[src/rtl/gpr_wb_arb.sv]
// rtl/gpr_wb_arb.sv - two-requester GPR writeback arbiter with register-file clear sequencer
module gpr_wb_arb #(
    parameter int REG_NUM = 32
) (
    input  logic        clk,
    input  logic        reset,
    input  logic        req0_valid,
    input  logic [4:0]  req0_addr,
    input  logic [31:0] req0_data,
    output logic        req0_ready,
    input  logic        req1_valid,
    input  logic [4:0]  req1_addr,
    input  logic [31:0] req1_data,
    output logic        req1_ready,
    input  logic        clr_start,
    output logic        clr_busy,
    output logic        clr_done,
    output logic        we_,
    output logic [4:0]  wr_addr,
    output logic [31:0] wr_data
);

    typedef enum logic {
        S_IDLE  = 1'b0,
        S_CLEAR = 1'b1
    } state_t;

    localparam logic [4:0] CNT_LAST = 5'(REG_NUM - 1);

    state_t      r_state;
    state_t      w_state_nxt;
    logic [4:0]  r_cnt;
    logic        r_last_gnt;
    logic        r_we_n;
    logic [4:0]  r_wr_addr;
    logic [31:0] r_wr_data;
    logic        r_clr_done;
    logic        w_gnt0;
    logic        w_gnt1;
    logic        w_cnt_last;

    assign w_cnt_last = (r_cnt == CNT_LAST);

    always_ff @(posedge clk) begin
        if (reset) begin
            r_state <= S_IDLE;
        end else begin
            r_state <= w_state_nxt;
        end
    end

    // A pending clear outranks both requesters; ties go to whoever lost last time.
    always_comb begin
        w_state_nxt = r_state;
        w_gnt0      = 1'b0;
        w_gnt1      = 1'b0;
        if (!reset) begin
            case (r_state)
                S_IDLE: begin
                    if (clr_start) begin
                        w_state_nxt = S_CLEAR;
                    end else begin
                        w_gnt0 = req0_valid && (!req1_valid || r_last_gnt);
                        w_gnt1 = req1_valid && (!req0_valid || !r_last_gnt);
                    end
                end
                S_CLEAR: begin
                    if (w_cnt_last) begin
                        w_state_nxt = S_IDLE;
                    end
                end
                default: w_state_nxt = S_IDLE;
            endcase
        end
    end

    always_ff @(posedge clk) begin
        if (reset) begin
            r_cnt      <= 5'd0;
            r_last_gnt <= 1'b1;
            r_we_n     <= 1'b1;
            r_wr_addr  <= 5'd0;
            r_wr_data  <= 32'd0;
            r_clr_done <= 1'b0;
        end else begin
            r_we_n     <= 1'b1;
            r_clr_done <= 1'b0;
            if (r_state == S_CLEAR) begin
                r_we_n     <= 1'b0;
                r_wr_addr  <= r_cnt;
                r_wr_data  <= 32'd0;
                r_clr_done <= w_cnt_last;
                r_cnt      <= w_cnt_last ? 5'd0 : r_cnt + 5'd1;
            end else if (w_gnt0) begin
                r_we_n     <= 1'b0;
                r_wr_addr  <= req0_addr;
                r_wr_data  <= req0_data;
                r_last_gnt <= 1'b0;
            end else if (w_gnt1) begin
                r_we_n     <= 1'b0;
                r_wr_addr  <= req1_addr;
                r_wr_data  <= req1_data;
                r_last_gnt <= 1'b1;
            end
        end
    end

    assign req0_ready = w_gnt0;
    assign req1_ready = w_gnt1;
    assign clr_busy   = (r_state == S_CLEAR);
    assign clr_done   = r_clr_done;
    assign we_        = r_we_n;
    assign wr_addr    = r_wr_addr;
    assign wr_data    = r_wr_data;

endmodule
[config.mk]
export PLATFORM = sky130hd
export DESIGN_NAME = gpr_wb_arb
export DESIGN_NICKNAME = d
export VERILOG_FILES = /design/src/rtl/gpr_wb_arb.sv
export SDC_FILE = /design/constraint.sdc
export NUM_CORES = 1
export LEC_CHECK = 0
export ABC_AREA = 0
export CORE_MARGIN = 2
export CORE_UTILIZATION = 40
export CTS_BUF_LIST = sky130_fd_sc_hd__clkbuf_2
export DETAILED_ROUTE_END_ITERATION = 7
export GPL_TIMING_DRIVEN = 0
export PLACE_DENSITY = 0.83
export SYNTH_ARGS = -nofsm -noshare
export SYNTH_HDL_FRONTEND = slang
export SYNTH_SLANG_ARGS = --single-unit
[constraint.sdc]
create_clock -name clk -period 2.15 [get_ports clk]
set_input_delay 0.5375 -clock clk [delete_from_list [all_inputs] [get_ports clk]]
set_output_delay 0.5375 -clock clk [all_outputs]
set_load 0.005 [all_outputs]
==> results of run 1 <==
stage by stage:
step                cell area [um^2]  total power, uW   util  setup slack [ps]
detailed placement              3440             1340  0.666              -625
finish                          3530             1680  0.683              74.6
global placement                3440             1340  0.666              -615
CTS                             3510             1700  0.679              2.35
global route                    3530             1780  0.683             -43.8
floorplan                       2160             1090      -               323
state kept, by name (all words and copies together) (netlist names):
| register | count |
|---|---|
| r_last_gnt | 1 |
| clr_done | 1 |
| clr_busy | 1 |
| wr_data | 32 |
| r_cnt | 5 |
| we_ | 1 |
| wr_addr | 5 |
layout make-up:
type,instances,area (um^2),share of cell area
buffer,19,123,0.0347
clock buffer,6,30.0,0.00850
clock inverter,2,8.76,0.00248
inverter,1,16.3,0.00460
multi-input combinational,180,1110,0.313
sequential,46,922,0.261
tap,70,87.6,0.0248
timing repair buffer,126,1240,0.351
per-layer routing:
layer / wire (um) / part of all wire
met2: 3130 / 0.49
met4: 72 / 0.011
met1: 2570 / 0.41
met3: 559 / 0.088
met5: 0 / 0
repair_timing:
action	CTS	global route
resized for setup	7	6
pin swaps	1	2
hold endpoints to repair	0	0
hold buffers	0	0
buffers inserted	5	2
endpoints found under the setup margin	2	2
kinds of logic (layout without fill, tap and decap cells):
kind of cell             Yosys count  after routing  share of synthesized area
flip-flops                        46             46                      0.425
adder cells (fa/ha/maj)            2              2                     0.0116
buffers and inverters             21            154                     0.0659
multiplexers                       8              8                     0.0370
AO/OA/AOI/OAI                    113            113                      0.333
AND/OR/NAND/NOR                   57             57                      0.127
Yosys cell counts, drive strengths merged:
library cell,count
nor3,1
clkinv,1
and3b,1
nor4bb,1
dfxtp,46
nor3b,1
a211oi,1
clkbuf,7
nand2,35
a21oi,67
nand3,1
or2,2
nand2b,1
mux2i,8
ha,2
and3,3
and2,1
nor2,10
o21ai,34
o22ai,5
a22oi,6
buf,13
worst max path at each step:
stage | from | to | slack, ps | cells after the start
after floorplan | reset | req0_ready | 320 | 5
after CTS | clr_busy | req1_ready | 2 | 5
after detailed placement | clr_start | req0_ready | -630 | 6
after global placement | clr_start | req0_ready | -610 | 6
after global routing | clr_busy | req1_ready | -40 | 5
final | clr_busy | req1_ready | 70 | 5
power by group through the flow:
stage | clock, uW | combinational (uW) | sequential, uW
after detailed placement | 0 | 413 | 927
after CTS | 366 | 419 | 911
after floorplan | 0 | 162 | 929
after global placement | 0 | 409 | 927
after global routing | 404 | 458 | 917
final | 353 | 420 | 911
critical path, stage by stage (launching register included):
cell and delay [ps]:
dfxtp_2 380, buf_6 130, nor3_4 230, buf_6 130, and3_4 170, buf_6 90
==> results.cfg, run 1 <==
[outcome]
outcome = finished clean

[timing]
fin_worst_skew_ps = 22.1
tns_ps = 0
finalSetupViolCount = 0
relSlewSlack = 0.677
fmax_mhz = 482
final_hold_viol_count = 0
tightest_slew_ps = 485
rsz0062_at_grt = true
drv_slew = 0
fin_crit_sh = 0.965
period_minus_slack_ps = 2080
worst_hold_slack_ps = 367

[final_layout]
nFillCells = 425
antenna-diode-count = 0
syn_to_final_growth_pct = 63.3
final_cell_mix = clkdlybuf4s50_1, dfxtp_1, nand2_1, a21oi_2
layout-drive-gt1-share = 0.182
nets = 460
mostFrequentLayoutCell = clkdlybuf4s50_1
final_cells = 450

[critical_path]
reg2reg_depth = 8
crit_required_ps = 1610
setup.worst_path.end_class = output pin
r2r_setup_slack_ps = 430
r2r_start = clr_busy
criticalPathCategory = flop to output pin
reg2reg_to = wr_data[22]
cp-start-kind = flop
cp_max_fo = 9
crit_arrival_ps = 1540

[cts]
clk_pin_slew_ps = 230
cts.sinks = 46
clk_latency_ps = 410
cts_tree = done
cts_buffers = 5
htreeDepth = 2
clockBufferDepth = 2
ctsRootBufferMaster = clkbuf_2

[place]
port_buffers = 119
hpwl_um = 4550
dp_cells = 436
gp_congestion = 0.773

[pwr]
switchingPower_uw = 459
p_seq_frac = 0.541
p_clk_frac = 0.209
sw_frac_of_total = 0.272
power.density_nw_per_um2 = 477
p_leak_uw = 0.00140
peakVddDrop_v = 0.000361
combPwrFrac = 0.249
internal_power_uw = 1230

[detailed_routing]
postRouteAntennaNets = 0
drt-pass1-iter-count = 4
wire_per_inst_um = 14.1
remaining_drc_errors = 0
vias = 2333
routed_wl_um = 6340
vias_per_cell = 5.18
drt_iter0_markers = 80

[logic_synthesis]
ys_warn_count = 0
synthTopCellsByArea = dfxtp_1, a21oi_2, a21oi_1
synth-seq-area-share = 0.425
yosys.area.top_type = dfxtp_1
yosys.cell_types.count = 29
syn_avg_cell_area_um2 = 8.76
synth-seq-cells = 46
synth_nets = 328
synthCells = 247
syn-cell-area_um2 = 2160
synth_top_area_frac = 0.425

[job]
drv_cap = 0

[global_route]
use_met1 = 0.239
grt_pass1_wl_um = 10400
grt-busiest-layer = met2
grt_pass1_vias = 2320
track_usage = 0.213
use_met3 = 0.0860
antenna_found_initial = 0
grt_overflow = 0
grt_max_degree = 16
grt_use_met2 = 0.370

[hold_path]
whs_endpoint = clr_busy
hold_path_startpoint = reset
hold_path.class = input port to flop
holdPathStages = 2

[floorplan]
dieWidth_um = 77.6
core_region_area_um2 = 5170
die-area_um2 = 6020
die_h_um = 77.6
start_util = 0.418
rows = 26
io_pins = 121
(Power assumes the default switching activity.)
==> run 2, diff against run 1 <==
Settings changed: ABC_CLOCK_PERIOD_IN_PS from default to 2150, CTS_CLUSTER_SIZE from default to 16.
==> results of run 2 <==
Final layout, timing and power as in run 1 (identical DEF).
